--- src/rtl/wb_arbiter.sv ---
// wb_arbiter: merges ALU and load results into one register-file write port with per-source FIFOs and hazard lookup
module wb_arbiter #(
  parameter int REG_ADDR = 5,
  parameter int REG_SIZE = 32,
  parameter int FIFO_DEPTH = 4
) (
  input  logic                clk,
  input  logic                reset,
  input  logic                alu_valid,
  output logic                alu_ready,
  input  logic [REG_ADDR-1:0] alu_reg,
  input  logic [REG_SIZE-1:0] alu_data,
  input  logic                mem_valid,
  output logic                mem_ready,
  input  logic [REG_ADDR-1:0] mem_reg,
  input  logic [REG_SIZE-1:0] mem_data,
  output logic                regwrite,
  output logic [REG_ADDR-1:0] wreg,
  output logic [REG_SIZE-1:0] wdata,
  input  logic [REG_ADDR-1:0] chk_reg,
  output logic                chk_pending
);
  localparam int PW = $clog2(FIFO_DEPTH);
  localparam int CW = PW + 1;
  logic [REG_ADDR-1:0] q_reg [2][FIFO_DEPTH];
  logic [REG_SIZE-1:0] q_data [2][FIFO_DEPTH];
  logic [PW-1:0] wp [2];
  logic [PW-1:0] rp [2];
  logic [CW-1:0] cnt [2];
  logic [REG_ADDR-1:0] in_reg [2];
  logic [REG_SIZE-1:0] in_data [2];
  logic [1:0] vld, rdy, push, ne, pop_s;
  logic sel, pop, last_mem;
  assign in_reg[0] = alu_reg;
  assign in_reg[1] = mem_reg;
  assign in_data[0] = alu_data;
  assign in_data[1] = mem_data;
  assign vld = {mem_valid, alu_valid};
  assign alu_ready = rdy[0];
  assign mem_ready = rdy[1];
  always_comb begin
    rdy = '0;
    push = '0;
    ne = '0;
    for (int s = 0; s < 2; s++) begin
      rdy[s] = !reset && cnt[s] != CW'(FIFO_DEPTH);
      push[s] = vld[s] && rdy[s] && in_reg[s] != '0;
      ne[s] = cnt[s] != '0;
    end
    sel = &ne ? !last_mem : ne[1];
    pop = |ne;
    pop_s = !pop ? 2'b00 : sel ? 2'b10 : 2'b01;
  end
  always_ff @(posedge clk) begin
    if (reset) begin
      for (int s = 0; s < 2; s++) begin
        wp[s] <= '0;
        rp[s] <= '0;
        cnt[s] <= '0;
      end
      last_mem <= 1'b1;
      regwrite <= 1'b0;
      wreg <= '0;
      wdata <= '0;
    end else begin
      for (int s = 0; s < 2; s++) begin
        if (push[s]) begin
          q_reg[s][wp[s]] <= in_reg[s];
          q_data[s][wp[s]] <= in_data[s];
          wp[s] <= wp[s] + 1'b1;
        end
        if (pop_s[s]) rp[s] <= rp[s] + 1'b1;
        cnt[s] <= cnt[s] + CW'(push[s]) - CW'(pop_s[s]);
      end
      regwrite <= pop;
      if (pop) begin
        wreg <= q_reg[sel][rp[sel]];
        wdata <= q_data[sel][rp[sel]];
        last_mem <= sel;
      end
    end
  end
  always_comb begin
    chk_pending = regwrite && wreg == chk_reg;
    for (int s = 0; s < 2; s++)
      for (int i = 0; i < FIFO_DEPTH; i++)
        if (CW'(i) < cnt[s] && q_reg[s][rp[s] + PW'(i)] == chk_reg) chk_pending = 1'b1;
    if (chk_reg == '0) chk_pending = 1'b0;
  end
endmodule

--- config.mk ---
export PLATFORM = sky130hd
export DESIGN_NAME = wb_arbiter
export DESIGN_NICKNAME = d
export VERILOG_FILES = /design/src/rtl/wb_arbiter.sv
export SDC_FILE = /design/constraint.sdc
export NUM_CORES = 1
export LEC_CHECK = 0
export CAP_MARGIN = 5
export CORE_UTILIZATION = 63
export DETAILED_ROUTE_END_ITERATION = 10
export HOLD_SLACK_MARGIN = 0.03
export PLACE_DENSITY = 0.91
export SETUP_SLACK_MARGIN = 0.15
export SYNTH_ARGS = -nofsm -noshare
export SYNTH_HDL_FRONTEND = slang
export SYNTH_SLANG_ARGS = --single-unit
--- constraint.sdc ---
create_clock -name clk -period 4.7 [get_ports clk]
set_input_delay 0.705 -clock clk [delete_from_list [all_inputs] [get_ports clk]]
set_output_delay 0.705 -clock clk [all_outputs]
set_load 0.01 [all_outputs]
== After elaboration in Yosys (flattened, before gate mapping) ==
Memory sizes are Yosys's and may differ from the RTL's.
Cells that the tools add are included.
Word-level totals
  memory bits (writable): 310
  bits of input ports: 83
  register bits: 39
  logic and storage cells: 171
  output and inout port bits: 41
  memories kept: 5
Memories
  q_data: words 2, width 128, read ports 1, clocked after Yosys merged registers in 0, write ports 2, line 26  | logic [REG_SIZE-1:0] q_data [2][FIFO_DEPTH];
  q_reg: words 2, width 20, read ports 3, clocked after Yosys merged registers in 0, write ports 2, line 25  | logic [REG_ADDR-1:0] q_reg [2][FIFO_DEPTH];
  cnt: words 2, width 3, read ports 2, clocked after Yosys merged registers in 0, write ports 2, line 29  | logic [CW-1:0] cnt [2];
  rp: words 2, width 2, read ports 3, clocked after Yosys merged registers in 0, write ports 2, line 28  | logic [PW-1:0] rp [2];
  wp: words 2, width 2, read ports 2, clocked after Yosys merged registers in 0, write ports 2, line 27  | logic [PW-1:0] wp [2];
Operators by class
  add/subtract/negate cells: 12
  $lt $le $gt $ge: 21
  eq/ne operators: 11
  mux-type cells: 75
  reductions and logical operators: 26
  bitwise operators: 17
Operators with widths (count)
  128-bit two-way mux: 2
  32-bit demux with 2-bit select: 2
  32-bit two-way mux: 4
  5-bit two-way mux: 20
  5-bit binary-select mux with 2-bit select: 9
  32-bit binary-select mux with 2-bit select: 1
  5-bit == test: 9
  20-bit two-way mux: 2
  3-bit >= comparator (second input constant): 11
  2-bit NOT with 3-bit output: 11
  1-bit two-way mux: 25
  5-bit demux with 2-bit select: 2
  1-bit logical AND: 17
  1-bit by 3-bit less-than comparator with 1-bit output (first input constant): 4
  2-bit by 3-bit less-than comparator with 1-bit output (first input constant): 4
  2-bit two-way mux: 6
  5-bit nonzero test: 2
  2-bit by 1-bit adder with 2-bit output (second input constant): 4
  2-bit adder (second input constant): 4
  3-bit by 1-bit adder with 3-bit output: 2
  3-bit by 1-bit less-than comparator with 1-bit output (second input constant): 2
  3-bit two-way mux: 2
  3-bit inequality test (second input constant): 2
  1-bit OR: 6
  other kinds (6): 9

== Longest topological paths before layout ==
  depth after elaboration: 15
  depth in mapped cells: 12
  depth with buffers taken out: 10

== Worst setup path before layout ==
OpenSTA, ideal clock, no wires.
  kind: register to output
  start: memory rp[1][0] (netlist name)
  end: output port chk_pending
  arrival time: 2139 ps
  slack: 1856 ps
  data required time: 3995 ps
  stages on the path, launching flop included: 9
  path through: edfxtp_1 > buf_2 > buf_4 > mux4_2 > xor2_1 > nor3_1 > nand3_1 > a31o_2 > a31oi_1
RTL lines
  from (decl): line 28
  to (decl): line 21  | output logic chk_pending

==> impl_results.md <==
- Worst slew margin: 0.167
- Number of H-tree levels: 2
- Combinational power share: 0.377
- Via count of the first global-routing pass: roughly 9000
- CTS max path bufs: 3
- Pint: between 7 and 8 mW
- Mapped Nets: ~1100
- Worst Path Required: between 3000 and 4000 ps
- Yosys top cell by area: edfxtp_1
- Crit-path max FO: 55
- Cell mode on critical path: buf_4
- Row count: 56
- F_max: between 200 and 250 MHz
- Worst path top cell family by delay: buffers and inverters
- Worst r2r src: cnt[0][0]
- # setup viols final: 0
- Pwr Density: between 600 and 700 nW/um^2
- Clk slew on worst S/H paths: 60 ps
- Tmin final: 4220 ps
- Sequential share of power: 0.360
- GPL Wtd Cong: around 0.85
- All-Layer GR Usage: 0.279
- Max reg flops: about 260
- Worst setup slack after layout: ~480 ps
- Sequential share of the synthesized area: 0.663
- Max VDD drop: 0.491 mV
- Die Ht: around 160 um
- Critical path, cell by cell: buf_4, buf_4, mux4_2, xnor2_1, nand4_1, o31ai_1, a2111oi_0, a31oi_1, clkdlybuf4s50_1
- DR iter-0 viols: ~810
- Mapped Cells: 1017
- Share of cells above drive strength 1: 0.117
- Total power: ~11 mW
- CP peak stage delay: about 500 ps
- Post-Syn Area: 15100 um^2
- Via Count: approximately 9300
- Largest net degree at the start of global routing: 80
- Clock Latency Late Sink: between 500 and 600 ps
- P_leak: around 5.9 nW
- Drc violations: 0
- Ys Warns: 0
- Top-area cell type share of the netlist area: 0.603
- DP Worst Slack: about 910 ps
- Core Area: roughly 24000 um^2
- Hold_buf cts: 0
- Synth-to-layout area growth: 18.0%
- Total Routed Length: 33400 um
- Critical path origin: rp[0][0]
- Status: finished, final reports clean
- Die Width: between 150 and 200 um
- CTS Root Cell: clkbuf_16
- Min Hold Slack: 452 ps
- Clk sinks: between 300 and 400
- Final nets: between 1000 and 1500
- HP Class: register to register
- Count of input and output buffers: 123
- Post-synth cell types: 38
- Arr. time, crit path: ~3500 ps
- Total grt overflow: 0
- Largest cells by area after synthesis: edfxtp_1 (60%), dfxtp_1 (6.0%), mux4_2 (5.7%), mux2i_1 (5.1%), a21oi_1 (3.6%)
- Unrepaired setup endpoints after global routing: false
- Clock share of power: 0.262
- #FFs+latches synth: 349
- TritonCTS Buffers: 36
- Crit path capture type: primary output
- Most common cell after layout, fill and taps aside: edfxtp_1
- Crit start category: register
- Avg WL per Cell: ~23 um
- Worst-Margin Slew: roughly 1200 ps
- Antenna violations before repair: 5
- Drt pass-1 iters: 5
- Slowest CP cell: buf_4
- Switch share: 0.340
- Setup TNS: 0 ps
- Worst Hold Launch: wdata[30]
- Critical path type: register to primary output
- First-pass GRT wire length: 50800 um
- Vias per cell: between 6 and 7
- Max-cap violations: 0
- Ports: 124
- Hold Path Depth: 2
- Clock Skews: around 14 ps
- R2R Path End: cnt[0][2]
- Die area: between 20000 and 25000 um^2
- Final slew viol count: 0
- Hold Fails Final Rpt: 0
- Post-DRT Antenna Nets: 0
- R2R Setup Slk: 1430 ps
- Psw: ~3.7 mW
- Worst reg-to-reg path cell count: 11
- Final core utilization: 0.758
- Mapped Avg Cell Area: around 15 um^2
- Hold EP: wdata[30]
- Most frequent cells in the layout: edfxtp_1 (304), clkdlybuf4s50_1 (122), a21oi_1 (109), mux2i_1 (77), nor2b_1 (74)
- DPL Wire Length: 19700 um
- CTS tree: yes
- Final Cycle Share: 0.899
- Worst path bufs/invs: 3
- Starting Density: 0.643
==> synthesized netlist by cell type <==
cell type	number
buf_4	3
or2_2	4
mux2_2	4
dfxtp_1	45
fa_1	2
nor4_1	2
mux2i_1	77
clkbuf_1	33
mux4_2	38
nand2_1	41
ha_1	16
edfxtp_1	304
xnor2_1	34
or4_1	1
o211ai_1	3
or3_1	3
inv_1	15
a31oi_1	3
buf_2	27
nand3_1	3
nor2_2	1
xor2_1	15
buf_1	8
nor3_1	7
a211oi_1	71
o311a_1	2
or3_4	1
a2111oi_0	1
nor2_1	14
a22oi_1	36
a32oi_4	1
a31o_2	2
o31ai_1	2
and2_1	8
a21oi_1	109
nor4_4	1
nor2b_1	75
nand4_1	5
==> how the worst max path moves through the flow <==
| stage | slack [ps] | end | depth (start not counted) |
|---|---|---|---|
| finish | 480 | chk_pending | 9 |
| global placement | 910 | chk_pending | 8 |
| global route | 190 | chk_pending | 9 |
| detailed placement | 910 | chk_pending | 7 |
| CTS | 370 | chk_pending | 9 |
| floorplan | 1860 | chk_pending | 8 |
==> through the flow <==
step           instances  area, um^2
2_1_floorplan       1017       15100
6_report            1480       17800
3_3_place_gp        1408       16600
4_1_cts             1473       17800
5_1_grt             1477       17800
3_5_place_dp        1408       16600
==> cell families after synthesis <==
family / count (synthesis) / share of synthesized area
xor+xnor: 49 / 0.0284
buf+inv: 86 / 0.0243
fa+ha+maj: 18 / 0.0159
mux: 119 / 0.111
simple gates: 166 / 0.0601
compound gates: 230 / 0.0978
flops: 349 / 0.663
==> worst reg2reg max path, cell delays in order, from the launching register on <==
cell,delay [ps]
dfxtp_1,370
or3_4,450
a32oi_4,210
buf_4,670
nor2_1,190
ha_1,320
inv_1,60
ha_1,140
inv_1,60
fa_1,390
xnor2_1,230
nor2_1,70
==> timing repair <==
item | 4_1_cts | 5_1_grt
setup endpoints to repair | 0 | 1
resized for setup | 0 | 0
buffers inserted | 0 | 4
==> cell type report <==
class	instances	area, um^2
Antenna cell	3	7.51
Clock buffer	51	1010
Clock inverter	14	179
Fill cell	1350	5700
Inverter	15	56.3
Multi-Input combinational cell	582	4750
Sequential cell	349	10000
Tap cell	319	399
Timing Repair Buffer	147	1410
==> power groups by stage <==
stage / Clock, mW / Sequential (mW) / Combinational [mW]
after global placement: 0 / 3.98 / 3.83
after CTS: 2.87 / 3.94 / 4.03
after global routing: 3.00 / 3.95 / 4.44
final: 2.86 / 3.92 / 4.11
after detailed placement: 0 / 4.00 / 3.96
after floorplan: 0 / 3.95 / 2.92
==> routing by layer <==
| metal | part of all wire | track usage | up-vias |
|---|---|---|---|
| li1 | - | - | 4164 |
| met1 | 0.39 | 0.352 | 4537 |
| met2 | 0.50 | 0.463 | 458 |
| met3 | 0.085 | 0.0672 | 90 |
| met4 | 0.029 | 0.120 | 4 |
| met5 | 0.00066 | 0 | - |
No activity file was read; power rests on OpenSTA's default activity.
